[src/rtl/gru_seq_ctrl_pkg.sv]
// Shared definitions for the GRU sequencer and the GRU cell beside it.
// Holds the controller FSM state encoding and the default fixed-point
// word format, so controller and cell agree on word width.
package gru_seq_ctrl_pkg;

  // Default Q-format word: 8-bit signed, 5 fractional bits.
  localparam int DEFAULT_DATA_WIDTH  = 8;
  localparam int DEFAULT_FRACT_WIDTH = 5;

  // Controller state encoding.
  localparam logic [1:0] ST_IDLE   = 2'd0;
  localparam logic [1:0] ST_ACCEPT = 2'd1;
  localparam logic [1:0] ST_SETTLE = 2'd2;
  localparam logic [1:0] ST_OUTPUT = 2'd3;

  typedef enum logic [1:0] {
    IDLE   = ST_IDLE,
    ACCEPT = ST_ACCEPT,
    SETTLE = ST_SETTLE,
    OUTPUT = ST_OUTPUT
  } state_t;

endpackage

[src/rtl/gru_seq_ctrl.sv]
// gru_seq_ctrl: sequencer for a combinational 1x1 GRU cell.
// Runs one sequence of seq_len timesteps. Each timestep accepts one X sample
// on the x stream, holds X and the recurrent state h stable on the cell
// inputs for SETTLE_CYC cycles (multicycle path through the cell), captures
// the cell output as the new h and offers it on the y stream.
// Ports:
//   clk, rst            clock, synchronous active-high reset
//   start, seq_len,     begin a sequence (sampled in IDLE only); length and
//   h_init              initial state are latched on start
//   busy, done          not-idle flag, one-cycle end-of-sequence pulse
//   x_valid/x_ready/    input sample stream
//   x_data
//   cell_x, cell_h      registered drive to the cell X and h_in ports
//   cell_h_out          cell h_out
//   y_valid/y_ready/    output state stream; y_last marks the final h_t
//   y_data, y_last
module gru_seq_ctrl
  import gru_seq_ctrl_pkg::*;
#(
  parameter int DATA_WIDTH  = DEFAULT_DATA_WIDTH,
  parameter int FRACT_WIDTH = DEFAULT_FRACT_WIDTH,
  parameter int LEN_W       = 8,
  parameter int SETTLE_CYC  = 2
) (
  input  logic                  clk,
  input  logic                  rst,
  input  logic                  start,
  input  logic [LEN_W-1:0]      seq_len,
  input  logic [DATA_WIDTH-1:0] h_init,
  output logic                  busy,
  output logic                  done,
  input  logic                  x_valid,
  output logic                  x_ready,
  input  logic [DATA_WIDTH-1:0] x_data,
  output logic [DATA_WIDTH-1:0] cell_x,
  output logic [DATA_WIDTH-1:0] cell_h,
  input  logic [DATA_WIDTH-1:0] cell_h_out,
  output logic                  y_valid,
  input  logic                  y_ready,
  output logic [DATA_WIDTH-1:0] y_data,
  output logic                  y_last
);

  localparam int WCNT_W = $clog2(SETTLE_CYC) + 1;

  // The controller only moves words; the fractional split matters to the
  // cell, but a nonsensical format or a zero settle time is still a bug.
  generate
    if (FRACT_WIDTH >= DATA_WIDTH || SETTLE_CYC < 1) begin : g_bad_params
      $error("gru_seq_ctrl: invalid FRACT_WIDTH or SETTLE_CYC");
    end
  endgenerate

  state_t                state_reg, state_next;
  logic [LEN_W-1:0]      len_reg, idx_reg;
  logic [DATA_WIDTH-1:0] h_reg, x_reg, y_data_reg;
  logic [WCNT_W-1:0]     wcnt_reg;
  logic                  y_valid_reg, y_last_reg, done_reg;

  logic start_seq, start_empty, x_fire, settle_end, y_fire;

  // Next-state and handshake decode. x_ready depends on state only.
  always_comb begin
    state_next  = state_reg;
    start_seq   = 1'b0;
    start_empty = 1'b0;
    x_fire      = 1'b0;
    settle_end  = 1'b0;
    y_fire      = 1'b0;
    x_ready     = 1'b0;
    case (state_reg)
      IDLE: begin
        if (start) begin
          if (seq_len != '0) begin
            start_seq  = 1'b1;
            state_next = ACCEPT;
          end else begin
            start_empty = 1'b1;
          end
        end
      end
      ACCEPT: begin
        x_ready = 1'b1;
        if (x_valid) begin
          x_fire     = 1'b1;
          state_next = SETTLE;
        end
      end
      SETTLE: begin
        if (wcnt_reg == '0) begin
          settle_end = 1'b1;
          state_next = OUTPUT;
        end
      end
      OUTPUT: begin
        if (y_ready) begin
          y_fire     = 1'b1;
          state_next = y_last_reg ? IDLE : ACCEPT;
        end
      end
      default: state_next = IDLE;
    endcase
  end

  always_ff @(posedge clk) begin
    if (rst) state_reg <= IDLE;
    else     state_reg <= state_next;
  end

  always_ff @(posedge clk) begin
    if (rst) begin
      len_reg     <= '0;
      idx_reg     <= '0;
      h_reg       <= '0;
      x_reg       <= '0;
      y_data_reg  <= '0;
      wcnt_reg    <= '0;
      y_valid_reg <= 1'b0;
      y_last_reg  <= 1'b0;
      done_reg    <= 1'b0;
    end else begin
      // An empty sequence still reports completion so the caller never waits.
      done_reg <= start_empty | (y_fire & y_last_reg);

      if (start_seq) begin
        len_reg <= seq_len;
        h_reg   <= h_init;
        idx_reg <= '0;
      end

      // wcnt is loaded so the capture happens on the SETTLE_CYC-th SETTLE cycle.
      if (x_fire) begin
        x_reg    <= x_data;
        wcnt_reg <= WCNT_W'(SETTLE_CYC - 1);
      end else if (state_reg == SETTLE && wcnt_reg != '0) begin
        wcnt_reg <= wcnt_reg - WCNT_W'(1);
      end

      if (settle_end) begin
        h_reg       <= cell_h_out;
        y_data_reg  <= cell_h_out;
        y_valid_reg <= 1'b1;
        y_last_reg  <= (idx_reg == len_reg - LEN_W'(1));
      end

      if (y_fire) begin
        y_valid_reg <= 1'b0;
        y_last_reg  <= 1'b0;
        if (!y_last_reg) idx_reg <= idx_reg + LEN_W'(1);
      end
    end
  end

  assign busy    = (state_reg != IDLE);
  assign done    = done_reg;
  assign cell_x  = x_reg;
  assign cell_h  = h_reg;
  assign y_valid = y_valid_reg;
  assign y_data  = y_data_reg;
  assign y_last  = y_last_reg;

endmodule

[config.mk]
export PLATFORM = sky130hd
export DESIGN_NAME = gru_seq_ctrl
export DESIGN_NICKNAME = d
export VERILOG_FILES = /design/src/rtl/gru_seq_ctrl_pkg.sv /design/src/rtl/gru_seq_ctrl.sv
export SDC_FILE = /design/constraint.sdc
export NUM_CORES = 1
export LEC_CHECK = 0
export CAP_MARGIN = 20
export CELL_PAD_IN_SITES_DETAIL_PLACEMENT = 0
export CELL_PAD_IN_SITES_GLOBAL_PLACEMENT = 1
export CORE_UTILIZATION = 36
export CTS_BUF_LIST = sky130_fd_sc_hd__clkbuf_8
export CTS_CLUSTER_SIZE = 40
export DETAILED_ROUTE_END_ITERATION = 8
export MAX_ROUTING_LAYER = met4
export PLACE_DENSITY = 0.91
export REMOVE_ABC_BUFFERS = 1
export SKIP_LAST_GASP = 1
export SLEW_MARGIN = 20
export SYNTH_ARGS = -nofsm -noshare
export SYNTH_HDL_FRONTEND = slang
export SYNTH_SLANG_ARGS = --single-unit
export TNS_END_PERCENT = 10
[constraint.sdc]
create_clock -name clk -period 1.8 [get_ports clk]
set_input_delay 0.45 -clock clk [delete_from_list [all_inputs] [get_ports clk]]
set_output_delay 0.45 -clock clk [all_outputs]
set_load 0.01 [all_outputs]
Word level (Yosys, flattened, before mapping)

Index checks and enable logic that the tools add are counted.

Word-level logic and storage cells: 63
Register bits: 47

Equal/unequal tests: 9
Bitwise operators: 2
Muxes and demuxes: 27
$add $sub $neg: 3
Reduce and logical (&&, ||, !) cells: 11

Operators by type and width:

| cell                                                 | count |
|---|---|
| 2-to-1 mux 8 bit                                     | 5 |
| 2-to-1 mux 1 bit                                     | 16 |
| 2-to-1 mux 2 bit                                     | 5 |
| != test 2 bit (second input constant)                | 5 |
| adder 8 x 1 -> 8 bit (second input constant)         | 1 |
| equality test 8 bit                                  | 1 |
| case mux 2 bit (4 select lines)                      | 1 |
| nonzero test 2 bit                                   | 4 |
| nonzero test 8 bit                                   | 1 |
| subtractor 8 x 1 -> 8 bit (second input constant)    | 1 |
| AND reduction 5 bit                                  | 1 |
| equality test 2 bit (second input constant)          | 2 |
| zero test 2 bit                                      | 2 |
| OR reduction 2 bit                                   | 2 |
| equality test 2 x 1 -> 1 bit (second input constant) | 1 |
| subtractor 2 x 1 -> 2 bit (second input constant)    | 1 |
| AND 1 bit                                            | 1 |
| logical AND 1 bit                                    | 1 |
| OR 1 bit                                             | 1 |

Longest topological paths before layout

Word-level depth: 7
Depth in mapped cells: 9
Mapped depth without buffers: 7

Least setup slack after synthesis

OpenSTA, ideal clock, no wires.

Kind: register -> register
From: register state_reg[0]
To: register state_reg[0]
Library setup time: 0.086 ns
Arrival: 1.544 ns
Cell stages (with the launch flop): 8
Path slack: 0.171 ns
Period minus slack after synthesis: 1.629 ns
Cells stage by stage: dfxtp_1 > inv_1 > ha_1 > nor2b_1 > a221o_1 > o21ba_2 > o21ai_0 > a211oi_1

Word-level cells in the longest chain between the ends: 3
Elaborated cells on any way between the ends: 11
Those cells by class: eq/ne (8); mux (1); reduce/logical (2)

RTL lines:

| item                                        | line                | RTL |
|---|---|---|
| start, declared                             | gru_seq_ctrl.sv:54  | `state_t state_reg, state_next;` |
| start signal, assigned                      | gru_seq_ctrl.sv:107 | `else state_reg <= state_next;` |
| equality test 2 bit (tied with other cells) | gru_seq_ctrl.sv:71  | `case (state_reg)` |
| != test 2 bit (no line)                     | -                   |  |
| AND reduction 5 bit (no line)               | -                   |  |

Parallel ways exist; a longest one is shown, timed or not.
A chain may end at the register's enable or synchronous reset.

Worst setup path in the final report

From: input port seq_len[3]
To: register h_reg[5] (netlist: cell_h[5])

Word-level cells in the longest chain between the ends: 5

RTL lines:

| item                         | line                | RTL |
|---|---|---|
| start, declared              | gru_seq_ctrl.sv:28  | `input logic [LEN_W-1:0] seq_len,` |
| nonzero test 8 bit           | gru_seq_ctrl.sv:74  | `if (seq_len != '0) begin` |
| 2-to-1 mux 1 bit             | gru_seq_ctrl.sv:74  |  |
| 2-to-1 mux 1 bit             | gru_seq_ctrl.sv:73  | `if (start) begin` |
| 2-to-1 mux 1 bit             | gru_seq_ctrl.sv:71  |  |
| nonzero test 2 bit (no line) | -                   |  |
| end signal, assigned         | gru_seq_ctrl.sv:127 | `h_reg <= h_init;` |
| end signal, assigned         | gru_seq_ctrl.sv:140 | `h_reg <= cell_h_out;` |
| end, declared                | gru_seq_ctrl.sv:56  | `logic [DATA_WIDTH-1:0] h_reg, x_reg, y_data_reg;` |

Every way passes these cells.

==> impl_metrics.toml <==
[outcome]
status = "finished with violations"
violations = "negative setup slack"

[layout]
instances_no_fill = 440
diodes = 0
final_cell_area_um2 = 3440
nets = 409
drive_above_1_share_pct = 21.1
final_cell_mix = "clkdlybuf4s50_1, dfxtp_1, nand2_1, buf_4, a21oi_1"
area_growth_pct = 47.6
final_common_cell = "clkdlybuf4s50_1"

[synthesis]
synth.distinct_cells = 42
synth.cell_area_um2 = 2330
yosysTopAreaCell = "dfxtp_1"
syn_area_per_cell_um2 = 8.66
netlist.area_leader.share_pct = 40.4
syn_inst = 269
ys_warn_count = 0
synth_area_leaders = "dfxtp_1, a21oi_1, nand2_1"
synth_seq_cells = 47
seq_area_frac_synth_pct = 40.4

[floorplanning]
rows = 28
dieArea_um2 = 6800
die_x_um = 82.4
core-area_um2 = 6100
start_util_pct = 38.2
die_y_um = 82.4
boundaryPins = 66

[setup_path]
slowest_delay_ns = 0.47
crit_type = "input pin to flip-flop"
crit_top_cell = "buf_4"
crit_path_start_kind = "input pin"
cp_top_family = "buffers and inverters"
crit_path_end_kind = "flip-flop"
cp_max_fo = 4
slowest_stage = "clkdlybuf4s50_1"
crit_chain = "clkdlybuf4s50_1 > nor4_4 > buf_4 > a21oi_4 > buf_4 > mux2_4 > nand2_2 > a21oi_2"
critical_path_buf_inv_count = 3
worstPathRequired_ns = 1.98
crit_arrival_ns = 1.98

[power_and_ir_drop]
power_density_nw_per_um2 = 1180
internal_power_w = 0.00269
pwr-share-clk_pct = 18.4
p_sw_w = 0.00136
p_comb_share_pct = 48.3
sw_frac_of_total_pct = 33.6
peakVddDrop_uv = 613
leakage_nw = 1.40
seqPwrFrac_pct = 33.4
total_power_w = 0.00406

[timing]
clock_skew_ns = 0.00628
finalHoldViolations = 0
worstMarginPinSlew_ns = 0.528
drv_slew = 0
finalCriticalPeriod_ns = 1.81
relSlewSlack_pct = 64.4
finalSetupViolCount = 5
max_freq_ghz = 0.553
setup_ws_ns = -0.00790
rsz0062_at_grt = "yes"
fin_crit_sh_pct = 100

[route]
wl_um = 5850
drc = 0
dr.first_iter.drc_count = 81
antenna_left = 0
firstDrtPassIters = 4
wl_per_cell_um = 13.3
num_vias = 2214
via_per_inst = 5.03

[clock_network]
worstSkewPairLatency_ns = 0.30
clock_sinks = 47
clkTransAtPathRegs_ns = 0.09
cts_tree = "built"
hold_buffers = 0
cts_buffers = 5
cts.htree.levels = 2
cts_root_buf = "clkbuf_8"
cts_buffer_depth = 2

[place]
placed_area_um2 = 3200
place_hpwl_um = 4080
place_inst = 422
gp_congestion = 0.829
port_buffers = 65

[min_path]
min_path_type = "flip-flop to flip-flop"

[global_routing]
grt_pass1_wl_um = 9270
gr-total-overflow = 0
track_usage_pct = 18.4
grt_pass1_vias = 2078
antenna_found_initial = 0
grt_max_degree = 46

[flow_run]
maxCapViolations = 0
-- worst paths after layout --
check / startpoint / end / slack (ns) / cells after the start
setup reg to reg: state_reg[0] / state_reg[1] / 0.05 / 8
hold reg to reg: y_data[0] / y_data[0] / 0.46 / 2
setup / recovery: seq_len[3] / cell_h[5] / -0.008 / 8
hold / removal: y_data[0] / y_data[0] / 0.46 / 2
-- power groups by stage --
stage | Clock (W) | Sequential (W) | Combinational, W
floorplan | 0 | 0.00143 | 0.00100
global placement | 0 | 0.00137 | 0.00182
detailed placement | 0 | 0.00137 | 0.00185
CTS | 0.000762 | 0.00135 | 0.00184
global route | 0.000807 | 0.00138 | 0.00216
finish | 0.000745 | 0.00135 | 0.00196
-- layout make-up --
type                            count  area [um^2]
Fill cell                         554         2660
Multi-Input combinational cell    200         1340
Sequential cell                    47          942
Timing Repair Buffer              101          927
Tap cell                           75         93.8
Clock buffer                        5         68.8
Inverter                           10         37.5
Clock inverter                      2         33.8
-- what timing repair did --
| action | CTS | global route |
|---|---|---|
| buffers inserted | 0 | 10 |
| gates resized for setup | 7 | 15 |
| setup endpoints to repair | 28 | 27 |
| pin swaps | 0 | 6 |
| cloned | 0 | 1 |
-- stage by stage --
stage / TNS (ns) / worst slack (ns) / hold WS, ns / utilization (%)
floorplan: -3.36 / -0.307 / 0.474 / -
global placement: -14.66 / -0.657 / 0.444 / 52.4
detailed placement: -15.41 / -0.685 / 0.446 / 52.4
CTS: -1.01 / -0.0997 / 0.458 / 54.2
global route: -0.511 / -0.0529 / 0.490 / 56.4
finish: -0.0206 / -0.00790 / 0.457 / 56.4
-- worst min-delay path, stage by stage (launching register included) --
cell	delay (ns)
dfxtp_1	0.31
nand2_1	0.05
a21oi_1	0.05
-- Yosys cell counts, drive strengths merged --
| library cell | count |
|---|---|
| inv | 10 |
| nor2b | 1 |
| buf | 5 |
| mux2 | 8 |
| a31oi | 4 |
| or3 | 2 |
| or4 | 1 |
| a221oi | 1 |
| nor3 | 3 |
| nand2 | 48 |
| a21o | 1 |
| mux2i | 7 |
| nor4 | 4 |
| a2111oi | 2 |
| a21oi | 39 |
| a21boi | 1 |
| and2 | 2 |
| nor2 | 25 |
| dfxtp | 47 |
| a211oi | 1 |
| clkbuf | 8 |
| a32oi | 1 |
| a221o | 1 |
| xor2 | 3 |
| o21ai | 8 |
| xnor2 | 10 |
| nand4 | 2 |
| a41o | 1 |
| nand3 | 5 |
| o21a | 1 |
| and3 | 4 |
| o21ba | 2 |
| ha | 7 |
| nand3b | 4 |
-- cells by family after synthesis --
| group | after synthesis | synth area share [%] |
|---|---|---|
| AOI/OAI and AO/OA | 63 | 17.0 |
| xor gates and xnor gates | 13 | 4.89 |
| adders and majority gates | 7 | 3.76 |
| buffers and inverters | 23 | 4.51 |
| DFF | 47 | 40.4 |
| muxes | 15 | 8.00 |
| and+or+nand+nor | 101 | 21.5 |
-- routing by layer --
metal	global-route usage [%]	vias to the layer above	share of wire, %
met5	-	-	0
met1	23.8	1022	47
met3	4.40	11	6.6
li1	-	1117	-
met2	28.3	64	44
met4	5.96	0	1.7
(Power assumes the default switching activity.)
